## config.mk

```make
export PLATFORM = sky130hd
export DESIGN_NAME = exu_oitf
export DESIGN_NICKNAME = d
export VERILOG_FILES = /design/src/rtl/exu_oitf.sv
export SDC_FILE = /design/constraint.sdc
export NUM_CORES = 1
export LEC_CHECK = 0
export ABC_AREA = 1
export BUFFER_PORTS_ARGS = -buffer_cell sky130_fd_sc_hd__clkbuf_2
export CORE_ASPECT_RATIO = 0.8
export CORE_MARGIN = 5
export CORE_UTILIZATION = 40
export DETAILED_ROUTE_END_ITERATION = 16
export PLACE_DENSITY = 0.64
export SETUP_SLACK_MARGIN = 0.05
export SLEW_MARGIN = 0
export SYNTH_ARGS = -nofsm -noshare
export SYNTH_HDL_FRONTEND = slang
export SYNTH_SLANG_ARGS = --single-unit
export TNS_END_PERCENT = 30
```

## constraint.sdc

```tcl
create_clock -name clk -period 2.3 [get_ports clk]
set_clock_uncertainty 0.15 [all_clocks]
set_input_delay 0.23 -clock clk [delete_from_list [all_inputs] [get_ports clk]]
set_output_delay 0.23 -clock clk [all_outputs]
set_load 0.01 [all_outputs]
```

## src/rtl/exu_oitf.sv

```systemverilog
// exu_oitf: outstanding instruction track FIFO for long-pipe instructions,
// with RAW/WAW hazard detection against in-flight destinations.
module exu_oitf #(
    parameter int DEPTH       = 2,
    parameter int PTR_W       = 1,
    parameter int RFIDX_WIDTH = 5,
    parameter int PC_SIZE     = 32
) (
    input  logic                   clk,
    input  logic                   rst,
    output logic                   dis_ready,
    input  logic                   dis_ena,
    input  logic                   ret_ena,
    output logic [PTR_W-1:0]       dis_ptr,
    output logic [PTR_W-1:0]       ret_ptr,
    output logic [RFIDX_WIDTH-1:0] ret_rdidx,
    output logic                   ret_rdwen,
    output logic [PC_SIZE-1:0]     ret_pc,
    input  logic                   disp_i_rs1en,
    input  logic                   disp_i_rs2en,
    input  logic                   disp_i_rdwen,
    input  logic [RFIDX_WIDTH-1:0] disp_i_rs1idx,
    input  logic [RFIDX_WIDTH-1:0] disp_i_rs2idx,
    input  logic [RFIDX_WIDTH-1:0] disp_i_rdidx,
    input  logic [PC_SIZE-1:0]     disp_i_pc,
    output logic                   oitfrd_match_disprs1,
    output logic                   oitfrd_match_disprs2,
    output logic                   oitfrd_match_disprd,
    output logic                   oitf_empty
);
    logic [DEPTH-1:0]       vld_q, vld_d;
    logic [DEPTH-1:0]       rdwen_q, rdwen_d;
    logic [RFIDX_WIDTH-1:0] rdidx_q [DEPTH];
    logic [RFIDX_WIDTH-1:0] rdidx_d [DEPTH];
    logic [PC_SIZE-1:0]     pc_q [DEPTH];
    logic [PC_SIZE-1:0]     pc_d [DEPTH];
    // Pointers carry their wrap flag in the MSB: {flag, index}.
    logic [PTR_W:0]         alc_q, alc_d, rtp_q, rtp_d;
    logic                   full, empty, alc_fire, ret_fire;
    logic                   m1, m2, md;

    assign dis_ptr    = alc_q[PTR_W-1:0];
    assign ret_ptr    = rtp_q[PTR_W-1:0];
    assign empty      = alc_q == rtp_q;
    assign full       = (dis_ptr == ret_ptr) && (alc_q[PTR_W] != rtp_q[PTR_W]);
    assign dis_ready  = ~full;
    assign oitf_empty = empty;
    assign alc_fire   = dis_ena & ~full;
    assign ret_fire   = ret_ena & ~empty;
    assign alc_d      = alc_q + (PTR_W+1)'(alc_fire);
    assign rtp_d      = rtp_q + (PTR_W+1)'(ret_fire);
    assign ret_rdidx  = rdidx_q[ret_ptr];
    assign ret_rdwen  = rdwen_q[ret_ptr];
    assign ret_pc     = pc_q[ret_ptr];

    always_comb begin
        vld_d   = vld_q;
        rdwen_d = rdwen_q;
        rdidx_d = rdidx_q;
        pc_d    = pc_q;
        if (ret_fire)
            vld_d[ret_ptr] = 1'b0;
        if (alc_fire) begin
            vld_d[dis_ptr]   = 1'b1;
            rdwen_d[dis_ptr] = disp_i_rdwen;
            rdidx_d[dis_ptr] = disp_i_rdidx;
            pc_d[dis_ptr]    = disp_i_pc;
        end
    end

    // Compare against registered state only: retiring entries still match,
    // entries allocated this cycle do not.
    always_comb begin
        m1 = 1'b0;
        m2 = 1'b0;
        md = 1'b0;
        for (int i = 0; i < DEPTH; i++) begin
            if (vld_q[i] && rdwen_q[i]) begin
                m1 = m1 | (rdidx_q[i] == disp_i_rs1idx);
                m2 = m2 | (rdidx_q[i] == disp_i_rs2idx);
                md = md | (rdidx_q[i] == disp_i_rdidx);
            end
        end
    end

    assign oitfrd_match_disprs1 = m1 & disp_i_rs1en;
    assign oitfrd_match_disprs2 = m2 & disp_i_rs2en;
    assign oitfrd_match_disprd  = md & disp_i_rdwen;

    always_ff @(posedge clk or negedge rst) begin
        if (!rst) begin
            vld_q   <= '0;
            rdwen_q <= '0;
            alc_q   <= '0;
            rtp_q   <= '0;
            for (int i = 0; i < DEPTH; i++) begin
                rdidx_q[i] <= '0;
                pc_q[i]    <= '0;
            end
        end else begin
            vld_q   <= vld_d;
            rdwen_q <= rdwen_d;
            rdidx_q <= rdidx_d;
            pc_q    <= pc_d;
            alc_q   <= alc_d;
            rtp_q   <= rtp_d;
        end
    end
endmodule
```

==> summary.txt <==
Run status
  • Result of the run: complete, no violations

Routing
  • First drt pass iteration count: 5
  • Post-route antenna net violation count: 0
  • Per-cell routed wire length: 12.5 um
  • Count of routing violations after the opening detailed-route iteration: 147
  • Remaining DRCs: 0
  • Total Wirelength: between 9 and 10 mm
  • Number of vias after detailed routing: 3550
  • Detailed-route vias per instance: 4.59

Synth
  • Seq/Total Area, Yosys: ~50%
  • Syn Inst Count: between 500 and 600
  • Synthesized net count: approximately 560
  • Syn Std Cell Area: between 4000 and 5000 um^2
  • FF+latch count, synth: 82
  • Mean instance size in the synthesized netlist: 8.18 um^2
  • Yosys warns: 0
  • Library cells used by synthesis: 18

Final layout
  • Layout Nets: about 690
  • Share of cells above drive strength 1: 24.8%
  • Growth of design area from synthesis to finish: 31.0%
  • N_diodes: 0
  • Number of non-filler instances in the completed layout: 774
  • Total non-filler cell area in the finished layout: 5370 um^2
  • Final core utilization: 53.1%
  • # fillers: 988

Clock network
  • Clock buffer count from CTS: 9
  • Maximum clock insertion buffer count: 2
  • Maximum level of the CTS H-tree: 3
  • Clock latency on the worst-skew pair: between 300 and 400 ps
  • CTS clock-pin slew for the worst setup and hold paths: approximately 60 ps
  • Total number of clock tree sinks: around 80
  • TritonCTS clock tree: built
  • CTS root buf: sky130_fd_sc_hd__clkbuf_16

Critical path
  • Critical Path RT: between 1500 and 2000 ps
  • Critical register-to-register path startpoint: rtp_q[1]$_DFF_PN0_
  • R2R depth: 6
  • Kind of critical path: in2out
  • Worst path arrival time: 1640 ps
  • Nature of the critical path endpoint: primary output
  • Register-to-Register Setup Slack: between 200 and 300 ps
  • Setup crit end: oitfrd_match_disprd
  • Sort of element at the start of the critical path: primary input
  • Critical path launch point: disp_i_rdidx[4]
  • Highest net fanout along the worst path: 4
  • Worst flop-to-flop path endpoint: pc_q[19]$_DFFE_PN0P_

Power and ir drop
  • Leak pwr: 0.00276 uW
  • Worst ir drop on vdd: 0.000647 V
  • Total power density per cell area: 1400 nW/um^2

Global routing
  • Global-route wire length before repair: between 15 and 20 mm
  • Vias in the first global route: approximately 3600
  • Initial antenna violation count: 0
  • Pin count of the biggest net entering global routing: a little over 80
  • Remaining global-route overflow: 0
  • Overall global routing resource usage: 16.5%

Timing
  • FMAX: around 0.5 GHz
  • Worst-Margin Slew: approximately 500 ps
  • Worst hold slack across all endpoints: about 17 ps
  • Final period demand of the worst path: 2020 ps
  • Final number of max-transition violations: 0
  • Setup repair after global routing missed its margin: no
  • Share of the clock period used by the worst path: 88.0%
  • Hold violation total from the final report: 0
  • Total negative slack: 0 ps
  • Setup violation total in the final timing report: 0
  • Worst max-slew margin expressed relative to the limit: between 60% and 70%

Floorplanning
  • Core area: 10100 um^2
  • Die X-Extent: 123 um
  • Row count: 33
  • Vertical extent of the die: 101 um
  • Starting utilization of the core area: just over 40%
  • Num ports: 99
  • Die ar.: 12400 um^2

Placed design
  • Placed cell count: around 720
  • HPWL reported at the end of detailed placement: between 6 and 7 mm
  • Final weighted congestion in routability-driven placement: around 0.85
  • Standard cell area after detailed placement: roughly 4700 um^2
  • Count of input and output buffers: slightly below 100

Hold path
  • Tightest Hold Check Type: in2reg
  • Cell count of the worst hold path: 3

Run
  • Total of max-cap violations: 0
-- how the worst min path moves through the flow --
stage                              to       startpoint
2_1_floorplan      alc_q[0]$_DFF_PN0_              rst
3_3_place_gp     pc_q[54]$_DFFE_PN0P_              rst
3_5_place_dp     pc_q[25]$_DFFE_PN0P_              rst
4_1_cts        rdwen_q[0]$_DFFE_PN0P_     disp_i_rdwen
5_1_grt        rdidx_q[0]$_DFFE_PN0P_  disp_i_rdidx[0]
6_report       rdwen_q[0]$_DFFE_PN0P_     disp_i_rdwen
-- flip-flops by register name (all words and copies together) (netlist names) --
name     flops
rdidx_q     10
vld_q        2
pc_q        64
alc_q        2
rdwen_q      2
rtp_q        2
-- report_power, final --
group | leakage (uW) | internal [uW] | switching (uW) | total, uW
combinational | 0.00163 | 1460 | 2040 | 3510
sequential | 0.000986 | 2180 | 392 | 2580
clock | 0.000143 | 842 | 579 | 1420
-- repair_timing --
action | 4_1_cts | 5_1_grt
hold buffers | 34 | 0
setup buffers | 0 | 0
resized for setup | 0 | 1
endpoints found under the setup margin | 0 | 10
endpoints found under the hold margin | 91 | 0
-- cells in the mapped netlist, drive strengths merged --
library cell | instances | area (um^2)
nand2 | 167 | 627
o21ai | 85 | 425
dfrtp | 82 | 2050
inv | 69 | 259
mux2 | 32 | 360
nor2 | 25 | 93.8
buf | 16 | 110
clkbuf | 6 | 22.5
nand3 | 6 | 30.0
a21oi | 4 | 20.0
ha | 3 | 37.5
xor2 | 3 | 26.3
xnor2 | 2 | 25.0
a21boi | 1 | 11.3
-- stage by stage --
| stage | total power, uW | worst slack [ps] |
|---|---|---|
| global placement | 5970 | 344 |
| CTS | 7600 | 94.3 |
| global route | 8160 | 154 |
| floorplan | 4910 | 346 |
| finish | 7500 | 277 |
| detailed placement | 6100 | 295 |
-- kinds of logic (layout without fill, tap and decap cells) --
kind of cell | after synthesis | in the layout | share of synthesized area (%)
multiplexers | 32 | 32 | 8.79
adder cells (fa/ha/maj) | 3 | 3 | 0.916
XOR/XNOR | 5 | 5 | 1.25
AO/OA/AOI/OAI | 90 | 90 | 11.1
AND/OR/NAND/NOR | 198 | 198 | 18.3
flip-flops | 82 | 82 | 50.0
buffers and inverters | 91 | 224 | 9.55
-- area by class of cell --
class	instances	area [um^2]	area share (%)
sequential	82	2050	38.2
multi-input combinational	328	1660	30.9
timing repair buffer	139	927	17.3
inverter	69	259	4.82
clock buffer	10	229	4.26
tap	140	175	3.26
clock inverter	6	65.1	1.21
-- per-layer routing --
metal | GRT usage (%) | wire length, um | share of wire (%) | vias up
met4 | 5.96 | 189 | 2.0 | 0
met2 | 26.4 | 4350 | 45 | 101
met3 | 4.99 | 724 | 7.5 | 17
met5 | 0 | 0 | 0 | -
met1 | 21.1 | 4380 | 45 | 1619
li1 | - | - | - | 1813
-- cell usage in the layout (no fill, tap or decap), types with 2 or more instances in the layout --
cell	netlist	layout
sky130_fd_sc_hd__buf_12	0	3
sky130_fd_sc_hd__clkinv_2	0	2
sky130_fd_sc_hd__ha_2	0	2
sky130_fd_sc_hd__inv_1	69	69
sky130_fd_sc_hd__dlygate4sd3_1	0	34
sky130_fd_sc_hd__clkbuf_16	0	9
sky130_fd_sc_hd__xor2_1	3	3
sky130_fd_sc_hd__clkbuf_2	0	97
sky130_fd_sc_hd__nand2_1	167	167
sky130_fd_sc_hd__mux2_2	32	32
sky130_fd_sc_hd__dfrtp_1	82	81
sky130_fd_sc_hd__o21ai_1	2	2
sky130_fd_sc_hd__nand3_1	6	6
sky130_fd_sc_hd__o21ai_0	83	83
sky130_fd_sc_hd__a21oi_1	4	4
sky130_fd_sc_hd__buf_4	2	4
sky130_fd_sc_hd__nor2_1	25	25
-- critical path, cell delays in order --
cell and delay (ps):
sky130_fd_sc_hd__dlygate4sd3_1 530, sky130_fd_sc_hd__clkbuf_2 140, sky130_fd_sc_hd__inv_1 80, sky130_fd_sc_hd__nand2_1 60, sky130_fd_sc_hd__nand2_1 50, sky130_fd_sc_hd__nor2_1 80, sky130_fd_sc_hd__nand3_1 80, sky130_fd_sc_hd__a21oi_1 220
sky130_fd_sc_hd__clkbuf_2 170
(Power assumes the default switching activity.)
